## src/rtl/ram_param.sv

```systemverilog
// Single-port parameterised RAM. After reset it runs a clear sweep (INIT), then serves reads and writes (RUN).
// Define RAM_PARITY_EN to store an even-parity bit per word and add the par_err output.
module ram_param #(
    parameter int DATA_W = 4,
    parameter int ADDR_W = 3
) (
    input  logic              clk,
    input  logic              rst_n,
    input  logic              wr,
    input  logic              rd,
    input  logic [ADDR_W-1:0] address,
    input  logic [DATA_W-1:0] data,
    output logic [DATA_W-1:0] out,
    output logic              out_valid,
    output logic              ready
`ifdef RAM_PARITY_EN
    ,
    output logic              par_err
`endif
);

    localparam int DEPTH = 1 << ADDR_W;
`ifdef RAM_PARITY_EN
    localparam int WORD_W = DATA_W + 1;
`else
    localparam int WORD_W = DATA_W;
`endif

    typedef enum logic {INIT, RUN} state_t;

    state_t              state;
    logic [ADDR_W-1:0]   counter;
    logic [WORD_W-1:0]   mem [DEPTH];

    logic                accept_wr;
    logic                accept_rd;
    logic                mem_we;
    logic [ADDR_W-1:0]   mem_addr;
    logic [WORD_W-1:0]   mem_wdata;
    logic [WORD_W-1:0]   wr_word;
    logic [WORD_W-1:0]   rd_word;

    // NOTE: every always_comb output gets a default first, so no path can infer a latch.
    always_comb begin
        accept_wr = ready & wr;
        accept_rd = ready & rd;
`ifdef RAM_PARITY_EN
        wr_word   = {^data, data};
`else
        wr_word   = data;
`endif
        mem_we    = 1'b0;
        mem_addr  = address;
        mem_wdata = wr_word;
        if (state == INIT) begin
            mem_we    = 1'b1;
            mem_addr  = counter;
            mem_wdata = '0;
        end else if (accept_wr) begin
            mem_we    = 1'b1;
        end
        // rd and wr share one address, so a simultaneous write is returned directly (write-first).
        rd_word = accept_wr ? wr_word : mem[address];
    end

    // NOTE: the storage array has no reset; the INIT sweep defines its contents instead.
    always_ff @(posedge clk) begin
        if (mem_we) begin
            mem[mem_addr] <= mem_wdata;
        end
    end

    // NOTE: sequential state uses non-blocking assignments only.
    always_ff @(posedge clk or negedge rst_n) begin
        if (!rst_n) begin
            state     <= INIT;
            counter   <= '0;
            ready     <= 1'b0;
            out       <= '0;
            out_valid <= 1'b0;
`ifdef RAM_PARITY_EN
            par_err   <= 1'b0;
`endif
        end else begin
            case (state)
                INIT: begin
                    counter <= counter + 1'b1;
                    if (counter == ADDR_W'(DEPTH - 1)) begin
                        state <= RUN;
                        ready <= 1'b1;
                    end
                end
                RUN: begin
                    ready <= 1'b1;
                end
                default: begin
                    state <= INIT;
                    ready <= 1'b0;
                end
            endcase

            out_valid <= accept_rd;
            if (accept_rd) begin
                out <= rd_word[DATA_W-1:0];
            end
`ifdef RAM_PARITY_EN
            // A correctly stored word has even overall parity including its parity bit.
            par_err <= accept_rd & (^rd_word);
`endif
        end
    end

endmodule

```

## config.mk

```make
export PLATFORM = sky130hd
export DESIGN_NAME = ram_param
export DESIGN_NICKNAME = d
export VERILOG_FILES = /design/src/rtl/ram_param.sv
export SDC_FILE = /design/constraint.sdc
export NUM_CORES = 1
export LEC_CHECK = 0
export ABC_AREA = 1
export BUFFER_PORTS_ARGS = -buffer_cell sky130_fd_sc_hd__buf_2
export CAP_MARGIN = 10
export CORE_ASPECT_RATIO = 0.9
export CORE_MARGIN = 2
export CORE_UTILIZATION = 25
export DETAILED_ROUTE_END_ITERATION = 12
export RECOVER_POWER = 50
export SLEW_MARGIN = 5
export SYNTH_ARGS = -nofsm -noshare
export SYNTH_HDL_FRONTEND = slang
export SYNTH_SLANG_ARGS = --single-unit
```

## constraint.sdc

```tcl
create_clock -name clk -period 1.35 [get_ports clk]
set_input_delay 0.135 -clock clk [delete_from_list [all_inputs] [get_ports clk]]
set_output_delay 0.135 -clock clk [all_outputs]
set_load 0.01 [all_outputs]
```

==> results.json, run 1 <==
{
  "cts_tree": "done",
  "worstHoldPathType": "primary input to flop",
  "drive_gt1_share_pct": 24.20,
  "end_kind": "flop",
  "power-per-cell-area_nw_per_um2": 1063,
  "numCtsBuffers": 5,
  "path_class": "flop to flop",
  "synth_area_leaders": "edfxtp_1, dfrtp_1, nand2_1",
  "finalHoldViolations": 0,
  "diodes": 0,
  "gr-usage-all-layers_pct": 10.06,
  "grt_pass1_vias": 1265,
  "pre_cts_ws_ns": -0.1291,
  "ios": 17,
  "finalWorstPathRequiredPeriod_ns": 1.377,
  "period_share_pct": 102.0,
  "antenna_found_initial": 0,
  "wl_per_cell_um": 12.02,
  "root_buffer": "clkbuf_8",
  "synth.most_common_cell": "nand2_1",
  "maxSlewViolCount": 0,
  "maxCapViolCount": 0,
  "fp.dieW_um": 95.27,
  "vias": 1315,
  "fp.dieH_um": 86.14,
  "gp_congestion": 0.7678,
  "crit_family": "flip-flops",
  "area_delta_synth_final_pct": 20.83,
  "instances_no_fill": 312,
  "setup_viol": 24,
  "core-area_sq_um": 7148,
  "worstSkewPairLatency_ns": 0.30,
  "power.total_w": 0.002406,
  "netlist.area_leader.share_pct": 51.27,
  "io_buffer_count": 16,
  "dp_hpwl_mm": 2.796,
  "crit_arrival_ns": 1.40,
  "num_rows": 29,
  "synth.avg_cell_area_sq_um": 10.24,
  "crit_required_ns": 1.37,
  "critPathMostFrequentCell": "nand2_1",
  "tightest_slew_ns": 0.5583,
  "start_kind": "flop",
  "ant_nets": 0,
  "grt_first_pass_wirelength_mm": 6.065,
  "drc_errors": 0,
  "synthTopCellsByCount": "nand2_1, edfxtp_1, nand3_1, inv_1, nor2_1",
  "syn_nets": 196,
  "synth_warnings": 0,
  "yosysSeqAreaShare_pct": 64.62,
  "path_cells": "nand2_1, o21ai_2, inv_1, nand2_1, nor2_2, buf_6",
  "status": "finished with violations",
  "synth_edf_count": 32,
  "drt_wl_total_mm": 3.750,
  "cts_buffer_depth": 2,
  "finalCoreUtilization_pct": 31.68,
  "setup_tns_ns": -0.2699,
  "ir_drop_mv": 0.4276,
  "dr.pass1.iters": 4,
  "cts.sinks": 42,
  "cpPeakStageDelay_ns": 0.48,
  "synth.distinct_cells": 19,
  "violations": "negative setup slack",
  "crit_fanout": 8,
  "grt_max_degree": 17,
  "start_util_pct": 26.22,
  "setup_ws_ns": -0.02662,
  "dr.first_iter.drc_count": 72,
  "cts.htree.levels": 2,
  "clk_pin_slew_ns": 0.08,
  "slowest_stage": "dfrtp_2",
  "synthCells": 183,
  "nNetsFinal": 231,
  "die-area_sq_um": 8207,
  "fin_worst_skew_ns": 0.008424,
  "synth_top_area_cell": "edfxtp_1",
  "max_freq_ghz": 0.7264,
  "syn_area_sq_um": 1874,
  "synth_seq_cells": 42,
  "gr-total-overflow": 0,
  "crit_buf_inv": 2,
  "ys_async_sr_fraction_pct": 23.81,
  "p_leak_nw": 0.9831,
  "max_slew_margin_pct": 62.78,
  "avgViaCountPerCell": 4.215,
  "rsz0062_at_grt": "yes",
  "dp.cells": 303,
  "synth_ff_type": "edfxtp_1"
}
[worst register-to-register path: cells and delay by family (launching register included)]
kind	cells	cell delay, ns
flops	1	0.48
simple gates	3	0.34
buf+inv	2	0.21
compound gates	1	0.08
[layer usage]
layer	vias to the layer above	wire, um	GRT usage [%]
met5	-	0	0
met1	613	1681	12.83
met2	34	1755	15.94
met4	0	29	2.635
li1	665	-	-
met3	3	283	3.954
[sequential cells by signal, summed over array words and instances (netlist names)]
register   count
counter        3
mem           32
out            4
out_valid      1
ready          1
state          1
[final timing paths]
kind	depth (start not counted)	from	slack, ns	end
worst max-delay path	6	state	-0.03	mem[4][3]
worst min-delay path	3	data[1]	0.16	out[1]
worst max register to register	6	state	-0.03	mem[4][3]
worst min register to register	2	out[0]	0.49	out[0]
max in group asynchronous	2	rst_n	0.61	state
min in group asynchronous	2	rst_n	0.34	out[2]
[power by group]
group	leakage (nW)	internal (W)	switching [W]
clock	0.0426	0.000355	0.000392
combinational	0.532	0.0000814	0.000150
sequential	0.408	0.00142	0.00000937
total	0.983	0.00185	0.000551
[placed cells by master (no fill, tap or decap), drive strengths merged]
master / n
mux2: 2
xnor2: 1
edfxtp: 32
o21ai: 2
clkbuf: 14
inv: 26
nand2: 51
dfrtp: 10
nand3: 26
or2: 3
dlygate4sd3: 1
clkinv: 2
buf: 24
ha: 2
nor2: 16
a21oi: 7
[layout make-up]
cell class,count,area (sq um)
clock buffers,6,72.57
clock inverters,2,8.758
fillers,713,4883
inverters,26,100.1
multi-input cells,110,553.0
flip-flops and latches,42,1212
well taps,93,116.4
repair buffers,33,201.4
[cell families after synthesis]
kind of cell	share of synthesized area [%]
and+or+nand+nor	21.90
DFF	64.62
buffers and inverters	7.477
AOI/OAI and AO/OA	3.004
muxes	1.202
adders and majority gates	1.335
xor gates and xnor gates	0.4674
[repair_timing]
| action | in CTS | in global routing |
|---|---|---|
| hold buffers | 1 | 0 |
| buffers inserted | 0 | 0 |
| pin swaps | 1 | 0 |
| resized for setup | 13 | 2 |
| endpoints found under the setup margin | 32 | 33 |
| hold endpoints to repair | 10 | 0 |
[metrics by stage]
step                      cell area [sq um]  hold WS, ns
after global routing                   2265       0.1678
final                                  2265       0.1629
after global placement                 2151     0.009559
after CTS                              2272       0.1639
after detailed placement               2151     0.008050
after floorplan                        1874      -0.1606
Power figures use the tool's default switching activity.
==> run 2: changes to the inputs <==
--- a/config.mk
+++ b/config.mk
@@ -6,13 +6,14 @@
 export NUM_CORES = 1
 export LEC_CHECK = 0
 export ABC_AREA = 1
-export BUFFER_PORTS_ARGS = -buffer_cell sky130_fd_sc_hd__buf_2
 export CAP_MARGIN = 10
 export CORE_ASPECT_RATIO = 0.9
 export CORE_MARGIN = 2
 export CORE_UTILIZATION = 25
 export DETAILED_ROUTE_END_ITERATION = 12
+export DONT_BUFFER_PORTS = 1
 export RECOVER_POWER = 50
+export SKIP_CTS_REPAIR_TIMING = 1
 export SLEW_MARGIN = 5
 export SYNTH_ARGS = -nofsm -noshare
 export SYNTH_HDL_FRONTEND = slang
==> results.json, run 2 (synthesized netlist as in run 1, its figures left out) <==
{
  "status": "finished with violations",
  "violations": "negative setup slack",
  "finalHoldViolations": 0,
  "drive_gt1_share_pct": 22.50,
  "gr-usage-all-layers_pct": 10.13,
  "io_buffer_count": 0,
  "grt_max_degree": 18,
  "r2r_slack_ns": -0.05,
  "rr_startpoint": "state",
  "fin_worst_skew_ns": 0.009319,
  "tightest_slew_ns": 0.4800,
  "finalCoreUtilization_pct": 31.19,
  "start_util_pct": 26.22,
  "maxSlewViolCount": 0,
  "worstHoldPathType": "primary input to flop",
  "crit_fanout": 8,
  "power.total_w": 0.002578,
  "drc_errors": 0,
  "largest_register_ffs": 32,
  "numCtsBuffers": 5,
  "cts_tree": "done",
  "avgViaCountPerCell": 4.420,
  "grt_first_pass_wirelength_mm": 6.189,
  "die-area_sq_um": 8207,
  "start_kind": "flop",
  "ir_drop_mv": 0.5043,
  "drt_wl_total_mm": 3.940,
  "top_regs": "mem x32, out x4, counter x3",
  "r2r-end": "mem[1][0]",
  "period_share_pct": 103.6,
  "diodes": 0,
  "ant_nets": 0,
  "rsz0062_at_grt": "yes",
  "end_kind": "flop",
  "fp.dieW_um": 95.27,
  "power-per-cell-area_nw_per_um2": 1156,
  "max_freq_ghz": 0.7148,
  "worstSkewPairLatency_ns": 0.29,
  "cts.sinks": 42,
  "dr.pass1.iters": 4,
  "root_buffer": "clkbuf_8",
  "p_leak_nw": 0.9396,
  "clk_pin_slew_ns": 0.08,
  "setup_ws_ns": -0.04894,
  "layout_commonest_cell": "nand2_1",
  "instances_no_fill": 293,
  "grt_pass1_vias": 1225,
  "min-delay-start": "wr",
  "dp_hpwl_mm": 2.741,
  "dp.cells": 282,
  "ios": 17,
  "gr-total-overflow": 0,
  "maxCapViolCount": 0,
  "antenna_found_initial": 0,
  "fp.dieH_um": 86.14,
  "core-area_sq_um": 7148,
  "regMostFlops": "mem",
  "setup_tns_ns": -0.7336,
  "pre_cts_ws_ns": -0.1111,
  "vias": 1295,
  "wl_per_cell_um": 13.45,
  "max_slew_margin_pct": 67.89,
  "whs_path_depth": 3,
  "dr.first_iter.drc_count": 118,
  "reg2regPathDepth": 6,
  "nNetsFinal": 212,
  "hold_path_end": "out[0]",
  "num_rows": 29,
  "final_cell_mix": "nand2_1, edfxtp_1, nand3_1, inv_1",
  "crit_arrival_ns": 1.42,
  "crit_required_ns": 1.37,
  "cts_buffer_depth": 2,
  "setup_viol": 26,
  "finalWorstPathRequiredPeriod_ns": 1.399,
  "area_delta_synth_final_pct": 18.96,
  "gp_congestion": 0.7820,
  "cts.htree.levels": 2,
  "path_class": "flop to flop"
}
run 2: cell types whose count changed in the layout (fill, tap and decap cells not counted), sizes merged:
| cell | delta |
|---|---|
| buf | -11 |
| bufinv | +1 |
| clkbuf | -7 |
| clkinv | -2 |
run 2: routing by layer:
metal / vias to the layer above / GRT usage [%] / wire length (um) / share of wire, %
met3: 5 / 3.163 / 162 / 4.1
met5: - / 0 / 0 / 0
met2: 30 / 15.43 / 1945 / 49
met4: 0 / 3.162 / 34 / 0.86
li1: 624 / - / - / -
met1: 636 / 13.76 / 1798 / 46
run 2: layout make-up:
cell class              count  area, sq um
multi-input cells         110        575.6
repair buffers             14        118.9
well taps                  93        116.4
clock buffers               7        76.32
flip-flops and latches     42         1212
inverters                  26        100.1
fillers                   719         4918
clock inverters             1        30.03
run 2: power breakdown:
group	switching, W	total, W	internal [W]	leakage [nW]
combinational	0.000120	0.000185	0.0000651	0.479
clock	0.000400	0.000953	0.000553	0.0524
sequential	0.0000205	0.00144	0.00142	0.408
total	0.000541	0.00258	0.00204	0.940
run 2: worst max-delay path: stages (launching register included):
cell and delay, ns:
dfrtp_2 0.48, nor2_2 0.06, a21oi_2 0.14, nand2_2 0.12, buf_6 0.14, nor2_4 0.07, buf_6 0.11
run 2: worst max path at each step:
stage | to | depth (start not counted) | start
floorplan | mem[3][0] | 4 | state
finish | mem[1][0] | 6 | state
global placement | mem[0][3] | 4 | state
detailed placement | mem[0][0] | 4 | state
global route | mem[6][2] | 5 | state
CTS | mem[6][2] | 5 | state
run 2: per-stage QoR:
step / hold WS (ns) / instance area, sq um
floorplan: -0.1606 / 1874
global placement: -0.1604 / 2033
detailed placement: -0.1604 / 2033
CTS: -0.4790 / 2140
global route: 0.01932 / 2230
finish: 0.01517 / 2230
